[config.mk]
export PLATFORM = sky130hd
export DESIGN_NAME = sd_req_arbiter_flat
export DESIGN_NICKNAME = d
export VERILOG_FILES = /design/src/rtl/sd_req_arbiter_if.sv /design/src/rtl/sd_req_arbiter.sv /design/src/flat_wrapper.sv
export SDC_FILE = /design/constraint.sdc
export NUM_CORES = 1
export LEC_CHECK = 0
export CORE_AREA = 2 2 174 91
export CTS_CLUSTER_SIZE = 30
export DETAILED_ROUTE_END_ITERATION = 6
export DIE_AREA = 0 0 176 93
export SLEW_MARGIN = 20
export SYNTH_ARGS = -nofsm -noshare
export SYNTH_HDL_FRONTEND = slang
export SYNTH_SLANG_ARGS = --single-unit
[constraint.sdc]
create_clock -name clk -period 2 [get_ports clk]
set_input_delay 0.4 -clock clk [delete_from_list [all_inputs] [get_ports clk]]
set_output_delay 0.4 -clock clk [all_outputs]
set_load 0.03 [all_outputs]
[src/rtl/sd_req_arbiter_if.sv]
`default_nettype none
// ============================================================================
// Module  : sd_req_arbiter_if
// Brief   : Channel request and SD-controller handshake bundle for sd_req_arbiter
// Revision: 1.0 - initial release
// ============================================================================
interface sd_req_arbiter_if;
    logic [3:0]  enable;
    logic [3:0]  rd_req;
    logic [3:0]  wr_req;
    logic [31:0] lba [4];
    logic [3:0]  req_busy;
    logic [3:0]  req_done;
    logic [3:0]  req_err;
    logic [3:0]  sd_rd;
    logic [3:0]  sd_wr;
    logic [31:0] sd_lba;
    logic        sd_busy;
    logic        sd_done;
    logic [1:0]  grant;
    logic        active;

    modport master (
        output enable, rd_req, wr_req, lba, sd_busy, sd_done,
        input  req_busy, req_done, req_err, sd_rd, sd_wr, sd_lba, grant, active
    );

    modport slave (
        input  enable, rd_req, wr_req, lba, sd_busy, sd_done,
        output req_busy, req_done, req_err, sd_rd, sd_wr, sd_lba, grant, active
    );
endinterface
`default_nettype wire

[src/rtl/sd_req_arbiter.sv]
`default_nettype none
// ============================================================================
// Module  : sd_req_arbiter
// Brief   : Round-robin arbiter of four sector-request channels onto one SD
//           controller, with per-phase watchdog timeout
// Revision: 1.0 - initial release
// ============================================================================
module sd_req_arbiter #(
    parameter int TIMEOUT = 65535
) (
    input  wire logic          clk,
    input  wire logic          reset_n,
    sd_req_arbiter_if.slave    bus
);

    typedef enum logic [1:0] {
        ST_IDLE = 2'd0,
        ST_REQ  = 2'd1,
        ST_XFER = 2'd2
    } state_t;

    localparam logic [15:0] c_timer_last = 16'(TIMEOUT - 1);

    state_t      r_state,    w_state_nx;
    logic [1:0]  r_last,     w_last_nx;
    logic [1:0]  r_ch,       w_ch_nx;
    logic [15:0] r_timer,    w_timer_nx;
    logic [3:0]  r_sd_rd,    w_sd_rd_nx;
    logic [3:0]  r_sd_wr,    w_sd_wr_nx;
    logic [31:0] r_sd_lba,   w_sd_lba_nx;
    logic [3:0]  r_req_busy, w_req_busy_nx;
    logic [3:0]  r_req_done, w_req_done_nx;
    logic [3:0]  r_req_err,  w_req_err_nx;
    logic [1:0]  r_grant,    w_grant_nx;
    logic        r_active,   w_active_nx;

    logic [3:0]  w_pending;
    logic [3:0]  w_ch_oh;
    logic [1:0]  w_idx;
    logic [1:0]  w_sel;
    logic        w_found;

    assign w_pending = (bus.rd_req | bus.wr_req) & bus.enable;
    assign w_ch_oh   = 4'b0001 << r_ch;

    // Rotating priority: first pending channel after the last one served
    always_comb begin
        w_idx   = 2'd0;
        w_sel   = 2'd0;
        w_found = 1'b0;
        for (int i = 1; i <= 4; i++) begin
            w_idx = r_last + 2'(i);
            if (!w_found && w_pending[w_idx]) begin
                w_sel   = w_idx;
                w_found = 1'b1;
            end
        end
    end

    always_comb begin
        w_state_nx    = r_state;
        w_last_nx     = r_last;
        w_ch_nx       = r_ch;
        w_timer_nx    = r_timer;
        w_sd_rd_nx    = r_sd_rd;
        w_sd_wr_nx    = r_sd_wr;
        w_sd_lba_nx   = r_sd_lba;
        w_req_busy_nx = 4'b0000;
        w_req_done_nx = 4'b0000;
        w_req_err_nx  = 4'b0000;
        w_grant_nx    = r_grant;

        case (r_state)
            ST_IDLE: begin
                w_timer_nx = 16'd0;
                if (w_found) begin
                    w_state_nx  = ST_REQ;
                    w_ch_nx     = w_sel;
                    w_grant_nx  = w_sel;
                    w_sd_lba_nx = bus.lba[w_sel];
                    // Read wins when both are requested; the write stays pending
                    if (bus.rd_req[w_sel]) begin
                        w_sd_rd_nx = 4'b0001 << w_sel;
                    end else begin
                        w_sd_wr_nx = 4'b0001 << w_sel;
                    end
                end
            end

            ST_REQ: begin
                w_timer_nx = r_timer + 16'd1;
                if (bus.sd_busy) begin
                    w_sd_rd_nx    = 4'b0000;
                    w_sd_wr_nx    = 4'b0000;
                    w_req_busy_nx = w_ch_oh;
                    w_timer_nx    = 16'd0;
                    if (bus.sd_done) begin
                        w_req_done_nx = w_ch_oh;
                        w_last_nx     = r_ch;
                        w_state_nx    = ST_IDLE;
                    end else begin
                        w_state_nx    = ST_XFER;
                    end
                end else if (r_timer == c_timer_last) begin
                    w_sd_rd_nx   = 4'b0000;
                    w_sd_wr_nx   = 4'b0000;
                    w_req_err_nx = w_ch_oh;
                    w_last_nx    = r_ch;
                    w_state_nx   = ST_IDLE;
                end
            end

            ST_XFER: begin
                w_timer_nx = r_timer + 16'd1;
                if (bus.sd_done) begin
                    w_req_done_nx = w_ch_oh;
                    w_last_nx     = r_ch;
                    w_state_nx    = ST_IDLE;
                end else if (r_timer == c_timer_last) begin
                    w_req_err_nx = w_ch_oh;
                    w_last_nx    = r_ch;
                    w_state_nx   = ST_IDLE;
                end
            end

            default: begin
                w_state_nx = ST_IDLE;
                w_sd_rd_nx = 4'b0000;
                w_sd_wr_nx = 4'b0000;
            end
        endcase

        w_active_nx = (w_state_nx != ST_IDLE);
    end

    always_ff @(posedge clk or negedge reset_n) begin
        if (!reset_n) begin
            r_state    <= ST_IDLE;
            r_last     <= 2'd3;
            r_ch       <= 2'd0;
            r_timer    <= 16'd0;
            r_sd_rd    <= 4'b0000;
            r_sd_wr    <= 4'b0000;
            r_sd_lba   <= 32'd0;
            r_req_busy <= 4'b0000;
            r_req_done <= 4'b0000;
            r_req_err  <= 4'b0000;
            r_grant    <= 2'd0;
            r_active   <= 1'b0;
        end else begin
            r_state    <= w_state_nx;
            r_last     <= w_last_nx;
            r_ch       <= w_ch_nx;
            r_timer    <= w_timer_nx;
            r_sd_rd    <= w_sd_rd_nx;
            r_sd_wr    <= w_sd_wr_nx;
            r_sd_lba   <= w_sd_lba_nx;
            r_req_busy <= w_req_busy_nx;
            r_req_done <= w_req_done_nx;
            r_req_err  <= w_req_err_nx;
            r_grant    <= w_grant_nx;
            r_active   <= w_active_nx;
        end
    end

    assign bus.sd_rd    = r_sd_rd;
    assign bus.sd_wr    = r_sd_wr;
    assign bus.sd_lba   = r_sd_lba;
    assign bus.req_busy = r_req_busy;
    assign bus.req_done = r_req_done;
    assign bus.req_err  = r_req_err;
    assign bus.grant    = r_grant;
    assign bus.active   = r_active;

endmodule
`default_nettype wire

[src/flat_wrapper.sv]
// flat-port wrapper written by rule: the top's interface ports become plain ports
module sd_req_arbiter_flat 
#(
    parameter int TIMEOUT = 65535
)
  (clk, reset_n, bus_enable, bus_rd_req, bus_wr_req, bus_lba, bus_sd_busy, bus_sd_done, bus_req_busy, bus_req_done, bus_req_err, bus_sd_rd, bus_sd_wr, bus_sd_lba, bus_grant, bus_active);
  sd_req_arbiter_if bus_i ();
  input  wire logic clk;
  input  wire logic reset_n;
  input wire logic [$bits(bus_i.enable)-1:0] bus_enable;
  input wire logic [$bits(bus_i.rd_req)-1:0] bus_rd_req;
  input wire logic [$bits(bus_i.wr_req)-1:0] bus_wr_req;
  input wire logic [$bits(bus_i.lba)-1:0] bus_lba;
  input wire logic [$bits(bus_i.sd_busy)-1:0] bus_sd_busy;
  input wire logic [$bits(bus_i.sd_done)-1:0] bus_sd_done;
  output wire logic [$bits(bus_i.req_busy)-1:0] bus_req_busy;
  output wire logic [$bits(bus_i.req_done)-1:0] bus_req_done;
  output wire logic [$bits(bus_i.req_err)-1:0] bus_req_err;
  output wire logic [$bits(bus_i.sd_rd)-1:0] bus_sd_rd;
  output wire logic [$bits(bus_i.sd_wr)-1:0] bus_sd_wr;
  output wire logic [$bits(bus_i.sd_lba)-1:0] bus_sd_lba;
  output wire logic [$bits(bus_i.grant)-1:0] bus_grant;
  output wire logic [$bits(bus_i.active)-1:0] bus_active;
  assign bus_i.enable = bus_enable;
  assign bus_i.rd_req = bus_rd_req;
  assign bus_i.wr_req = bus_wr_req;
  assign bus_i.lba = {>>{bus_lba}};
  assign bus_i.sd_busy = bus_sd_busy;
  assign bus_i.sd_done = bus_sd_done;
  assign bus_req_busy = bus_i.req_busy;
  assign bus_req_done = bus_i.req_done;
  assign bus_req_err = bus_i.req_err;
  assign bus_sd_rd = bus_i.sd_rd;
  assign bus_sd_wr = bus_i.sd_wr;
  assign bus_sd_lba = bus_i.sd_lba;
  assign bus_grant = bus_i.grant;
  assign bus_active = bus_i.active;
  sd_req_arbiter #(.TIMEOUT(TIMEOUT)) u_core (.clk(clk), .reset_n(reset_n), .bus(bus_i));
endmodule
# --- After elaboration in Yosys (flattened, before gate mapping) ---
# Index checks and enable logic that the tools add are counted.
op_classes:
  n_lt_le_gt_ge: 6
  reduce_logical: 14
  bitwise_logic: 4
  n_mux: 51
  addsub: 4
  eq_ne: 8
  n_shift: 2
op_table:
  columns: ["cell", "count"]
  rows:
  - ["binary-select mux 32 bit (select 2 bit)", 1]
  - ["two-way mux 32 bit", 2]
  - ["two-way mux 4 bit", 13]
  - ["one-hot mux 16 bit (3 select lines)", 1]
  - ["two-way mux 2 bit", 13]
  - ["one-hot mux 4 bit (3 select lines)", 2]
  - ["adder 16 x 1 -> 16 bit (second input constant)", 1]
  - ["== test 16 bit (second input constant)", 1]
  - ["two-way mux 16 bit", 1]
  - ["one-hot mux 4 bit (2 select lines)", 2]
  - ["< comparator 2 x 3 -> 1 bit (second input constant)", 5]
  - ["binary-select mux 1 bit (select 2 bit)", 5]
  - ["two-way mux 1 bit", 9]
  - ["AND reduction 4 bit", 2]
  - ["<< shifter 1 x 2 -> 4 bit (first input constant)", 2]
  - ["one-hot mux 2 bit (3 select lines)", 1]
  - ["adder 2 bit (second input constant)", 2]
  - ["bitwise AND 4 bit", 1]
  - ["!= test 2 x 1 -> 1 bit (second input constant)", 2]
  - ["OR 4 bit", 1]
  - ["one-hot mux 2 bit (2 select lines)", 1]
  - ["AND reduction 2 bit", 2]
  - ["nonzero test 2 bit", 2]
  - [">= comparator 3 bit (second input constant)", 1]
  - ["12 further kinds", 16]
totals:
  elab_cells: 100
  input_bits: 144
  ff_bits: 75

# --- Logic depth before layout (Yosys ltp) ---
logic_depth:
  ltp_word: 19
  ltp_mapped: 9
  depth_no_buf: 8

# --- Worst setup path before layout ---
# No wires, ideal clock.
synth_timing:
  kind: "register to register"
  start: "reg u_core.r_last[1]"
  end: "reg u_core.r_sd_rd[0], in the netlist u_core.bus.sd_rd[0]"
  path_buffers: 2
  arrival_time_ns: 1.876
  setup_ns: 0.131
  setup_slack_ns: -0.008
  synth_period_minus_slack_ns: 2.008
  stages_incl_launch_ff: 9
  path_cell_list: "dfstp_2 -> buf_2 -> o211ai_1 -> a21oi_1 -> a211oi_2 -> a2111o_1 -> buf_2 -> nand4_1 -> o211ai_1"
synth_via:
  elab_chain_cells: 17
  elab_cells_between_ends: 34
synth_rtl:
  columns: ["element", "line", "text"]
  rows:
  - ["start: declaration", "sd_req_arbiter.sv:25", "logic [1:0] r_last, w_last_nx;"]
  - ["start signal: assignment", "sd_req_arbiter.sv:152", "r_last <= w_last_nx;"]
  - ["adder 2 x 1 -> 2 bit", "sd_req_arbiter.sv:52", "w_idx = r_last + 2'(i);"]
  - ["binary-select mux 1 bit (select 2 bit)", "sd_req_arbiter.sv:53", "if (!w_found && w_pending[w_idx]) begin"]
  - ["two-way mux 1 bit (implied by the code)", "sd_req_arbiter.sv:53", null]
  - ["two-way mux 1 bit", "sd_req_arbiter.sv:53", null]
  - ["zero test 1 bit", "sd_req_arbiter.sv:53", null]
  - ["logical AND 1 bit", "sd_req_arbiter.sv:53", null]
  - ["two-way mux 1 bit", "sd_req_arbiter.sv:53", null]
  - ["zero test 1 bit", "sd_req_arbiter.sv:53", null]
  - ["logical AND 1 bit", "sd_req_arbiter.sv:53", null]
  - ["two-way mux 1 bit", "sd_req_arbiter.sv:53", null]
  - ["zero test 1 bit", "sd_req_arbiter.sv:53", null]
  - ["logical AND 1 bit", "sd_req_arbiter.sv:53", null]
  - ["two-way mux 2 bit", "sd_req_arbiter.sv:53", null]
  - ["binary-select mux 1 bit (select 2 bit) / << shifter 1 x 2 -> 4 bit (equally long branches)", "sd_req_arbiter.sv:82, sd_req_arbiter.sv:83", null]
  - ["two-way mux 1 bit (implied by the code) / two-way mux 4 bit (equally long branches)", "sd_req_arbiter.sv:82", "if (bus.rd_req[w_sel]) begin"]
  - ["!= test 2 x 1 -> 1 bit (no source line) / two-way mux 4 bit (equally long branches)", null, null]
  - ["AND reduction 4 bit (no source line) / one-hot mux 4 bit (3 select lines) (equally long branches)", null, null]
  - ["end signal: assignment", "sd_req_arbiter.sv:155", "r_sd_rd <= w_sd_rd_nx;"]
  - ["end: declaration", "sd_req_arbiter.sv:28", "logic [3:0] r_sd_rd, w_sd_rd_nx;"]
# Parallel ways exist; a longest one is shown, timed or not. The select of a mux whose other input is x is not followed.
# A chain may end at the register's enable or synchronous reset.

# --- Worst setup path in the final report ---
layout_timing:
  start: "reg u_core.r_last[0]"
  end: "reg u_core.r_sd_wr[0], in the netlist u_core.bus.sd_wr[0]"
layout_via:
  elab_chain_cells: 17
  elab_cells_between_ends: 34
layout_rtl:
  columns: ["element", "line", "text"]
  rows:
  - ["adder 2 x 1 -> 2 bit", "sd_req_arbiter.sv:52", null]
  - ["binary-select mux 1 bit (select 2 bit)", "sd_req_arbiter.sv:53", null]
  - ["two-way mux 1 bit (implied by the code)", "sd_req_arbiter.sv:53", null]
  - ["two-way mux 1 bit", "sd_req_arbiter.sv:53", null]
  - ["zero test 1 bit", "sd_req_arbiter.sv:53", null]
  - ["logical AND 1 bit", "sd_req_arbiter.sv:53", null]
  - ["two-way mux 1 bit", "sd_req_arbiter.sv:53", null]
  - ["zero test 1 bit", "sd_req_arbiter.sv:53", null]
  - ["logical AND 1 bit", "sd_req_arbiter.sv:53", null]
  - ["two-way mux 1 bit", "sd_req_arbiter.sv:53", null]
  - ["zero test 1 bit", "sd_req_arbiter.sv:53", null]
  - ["logical AND 1 bit", "sd_req_arbiter.sv:53", null]
  - ["two-way mux 2 bit", "sd_req_arbiter.sv:53", null]
  - ["binary-select mux 1 bit (select 2 bit) / << shifter 1 x 2 -> 4 bit (equally long branches)", "sd_req_arbiter.sv:82, sd_req_arbiter.sv:85", null]
  - ["two-way mux 1 bit (implied by the code) / two-way mux 4 bit (equally long branches)", "sd_req_arbiter.sv:82", null]
  - ["!= test 2 bit (no source line) / two-way mux 4 bit (equally long branches)", null, null]
  - ["AND reduction 4 bit (no source line) / one-hot mux 4 bit (3 select lines) (equally long branches)", null, null]
  - ["end signal: assignment", "sd_req_arbiter.sv:156", "r_sd_wr <= w_sd_wr_nx;"]
  - ["end: declaration", "sd_req_arbiter.sv:29", "logic [3:0] r_sd_wr, w_sd_wr_nx;"]
# Parallel ways exist; a longest one is shown, timed or not. The select of a mux whose other input is x is not followed.

==> reports/metrics.csv <==
metric,value,unit
cell type contributing the most total cell area after synthesis,dfrtp_1,
aggregate global-route resource usage,20.37,%
fraction of synthesized cell area taken by the top area cell type,41.99,%
maximum fanout along the worst path,7,
outcome,"complete, but fails checks",
time the final worst path needs with I/O delays and setup,2.009,ns
final number of hold-violating endpoints,0,
Detailed Place HPWL,12.37,mm
initial standard-cell utilization of the core,29.13,%
number of antenna violations at the first check in global routing,0,
clock slew at reported path FFs,0.06,ns
CTS tree,built,
largest net degree at the start of global routing,55,
final net count,881,
share of cells above drive strength 1,22.18,%
failing checks,setup timing,
master of the slowest instance on the critical path,dfstp_2,
routed vias/inst,5.081,
overall via count from detail_route,4771,
primary flip-flop cell chosen by synthesis mapping,dfrtp_1,
total of warnings raised by yosys,0,
number of sinks driven by the clock tree,75,
clock latency of the later-clocked register in the worst-skew pair,0.33,ns
CP Capture Type,flop,
DIE AREA,16370,um2
routed wirelength normalized by instance count,18.22,um
setup violators final,2,
count of buffers inserted at the top-level ports,198,
CTS root buffer,clkbuf_16,
cell area reported after detailed placement,7034,um2
min setup slack post-route,-0.008852,ns
Clock Path Buffers,2,
Die Span X,176,um
row count,32,
max capacitance violation total,0,
number of enable flip-flop cells after synthesis,0,
relative slew slack,69.62,%
post-route antenna net violation count,0,
vias in the first global route,4910,
leading post-synthesis cells by cell area,"dfrtp_1 (42%), mux2i_1 (7.4%), a221oi_1 (6.6%)",
final wirelength,17.11,mm
Async SR Flop Fraction,100.0,%
violation count after the first detailed-routing iteration,207,
worst-margin pin slew,0.4543,ns
maximum cell stage delay along the critical path,0.56,ns
number of buffers created by CTS,9,
cell area after synthesis,4350,um2
peak supply drop,0.4798,mV
Final GP Congestion,0.9216,
wire length of the first global-routing pass,26.06,mm
DRC,0,
setup repair after global routing missed its margin,yes,
final max-slew violation count,0,
critical path cell sequence,and4b_1 -> a221oi_2 -> o22ai_1 -> a2111o_1 -> buf_12 -> o311ai_4,
vertical die dimension,93,um
classification of the worst-slack hold path,in -> async,
"Worst Path Class, Setup",reg -> reg,
number of search-and-repair iterations in the first detailed-routing pass,4,
number of antenna diodes,0,
Avg Synthesized Cell Area,9.316,um2
highest clock frequency the design can meet,497.8,MHz
Fin Clk Skew,0.005244,ns
Power Dens Cells,1323,nW/um2
area of the core,14930,um2
Mapped Cells,467,
total global routing overflow,0,
Crit path arrival time,2.24,ns
Layout area overhead,82.14,%
Leakage,3.244,nW
share of the clock period used by the worst path,100.4,%
sequential-to-total area share from yosys stat,43.20,%
number of ports placed on the die boundary,199,
Fin Setup TNS,-0.01069,ns
post-route cell area,7924,um2
required time of the critical path,2.23,ns
library cells used by synthesis,51,
H-tree Lvls,3,
post-synthesis net count,618,
Seq cells post-synth,75,
nature of the critical path startpoint,flop,
==> sequential cells by signal, indices dropped and copies added (netlist names) <==
register             count
u_core.bus.active        1
u_core.r_timer          16
u_core.r_ch              2
u_core.bus.req_done      4
u_core.bus.sd_rd         4
u_core.bus.sd_wr         4
u_core.r_state           2
u_core.bus.req_busy      4
u_core.r_last            2
u_core.bus.sd_lba       32
u_core.bus.req_err       4
==> area by class of cell <==
type	count	area, um2
Fill cell	1319	7010
Timing Repair Buffer	284	2833
Multi-Input combinational cell	354	2645
Sequential cell	75	1879
Tap cell	204	255.2
Clock buffer	11	242.7
Clock inverter	5	42.54
Inverter	6	26.28
==> where the power goes <==
group          internal (mW)  switching (mW)
Clock                  0.893           0.673
Sequential              2.03           0.379
Combinational           2.99            3.51
Total                   5.92            4.57
==> layer usage <==
metal	wire [um]	GRT usage [%]	part of all wire, %
met5	0	0	0
met4	175	4.959	1.0
met3	861	4.553	5.0
met2	7543	31.30	44
met1	8531	29.10	50
==> critical path: cells and delay by family, from the launching register on <==
| kind | cells | cell delay (ns) |
|---|---|---|
| AOI/OAI and AO/OA | 4 | 0.96 |
| and+or+nand+nor | 1 | 0.20 |
| DFF | 1 | 0.56 |
| buffers and inverters | 1 | 0.19 |
==> worst paths after layout <==
path	startpoint	end	slack [ns]	cells past startpoint
worst min register to register	u_core.r_timer[5]	u_core.r_timer[5]	0.52	1
worst max-delay path	u_core.r_last[0]	u_core.bus.sd_wr[0]	-0.009	6
worst min-delay path	reset_n	u_core.bus.sd_lba[28]	0.50	2
min in group clk	u_core.r_timer[5]	u_core.r_timer[5]	0.52	1
max in group asynchronous	reset_n	u_core.r_last[1]	0.85	3
worst max register to register	u_core.r_last[0]	u_core.bus.sd_wr[0]	-0.009	6
==> synth_stat cells, types with 4 or more instances <==
cell        n
o21ai_0    39
buf_2      11
o2bb2ai_1  10
dfrtp_1    73
o22ai_1    25
nand4_1     8
clkbuf_1   15
o21ai_1     6
a221oi_1   33
and3_1      7
inv_1       6
nand2_1    37
xor2_1      4
a21oi_1    20
nand2b_1    5
mux2i_1    32
nand3_1    19
o211ai_1    7
nor2_1     53
ha_1        7
==> cells by family (layout without fill, tap and decap cells) <==
group / after synthesis / count (layout) / share of synthesized area, %
and+or+nand+nor: 143 / 143 / 15.07
DFF: 75 / 75 / 43.20
adders and majority gates: 7 / 7 / 2.013
buffers and inverters: 38 / 306 / 4.112
AOI/OAI and AO/OA: 164 / 164 / 26.57
muxes: 33 / 33 / 7.622
xor gates and xnor gates: 7 / 7 / 1.409
==> stage by stage <==
step,utilization [%],power [mW],hold slack (ns),std cells,setup WS [ns]
after floorplan,-,5.462,0.1044,467,0.02437
after global placement,47.10,7.932,0.3228,898,-0.7993
after detailed placement,47.10,8.062,0.3294,898,-0.8752
after CTS,50.84,10.06,0.5110,924,-0.04875
after global routing,53.06,11.13,0.5432,939,-0.1263
final,53.06,10.48,0.5044,939,-0.008852
==> placed cells by master, fill, tap and decap left out, types with 3 or more instances in the layout <==
master,instances
o21ai_4,4
o2bb2ai_1,9
nor2b_1,3
and3_1,7
o21ai_1,6
nor2_1,51
a221oi_4,6
clkdlybuf4s50_1,185
nand3_1,16
dfrtp_1,73
clkbuf_16,12
xor2_1,4
o22ai_1,24
a221oi_1,15
o21ai_0,36
nor3_1,3
mux2i_2,4
xnor2_1,3
a221oi_2,13
nand2b_1,5
ha_1,6
mux2i_1,27
inv_6,4
nand2_1,36
a21oi_1,16
dlygate4sd2_1,10
nand4_1,8
inv_1,5
nand3_2,3
buf_4,64
o211ai_1,7
a21oi_2,5
buf_12,10
buf_6,8
==> what timing repair did <==
item                                    in CTS  in global routing
pin swaps                                   18                  8
gates cloned                                 2                  2
endpoints found under the setup margin      44                 42
setup buffers                                7                 13
gates resized for setup                     43                 42
hold buffers                                 1                  0
hold endpoints to repair                    21                  0
No activity file was read; power rests on OpenSTA's default activity.
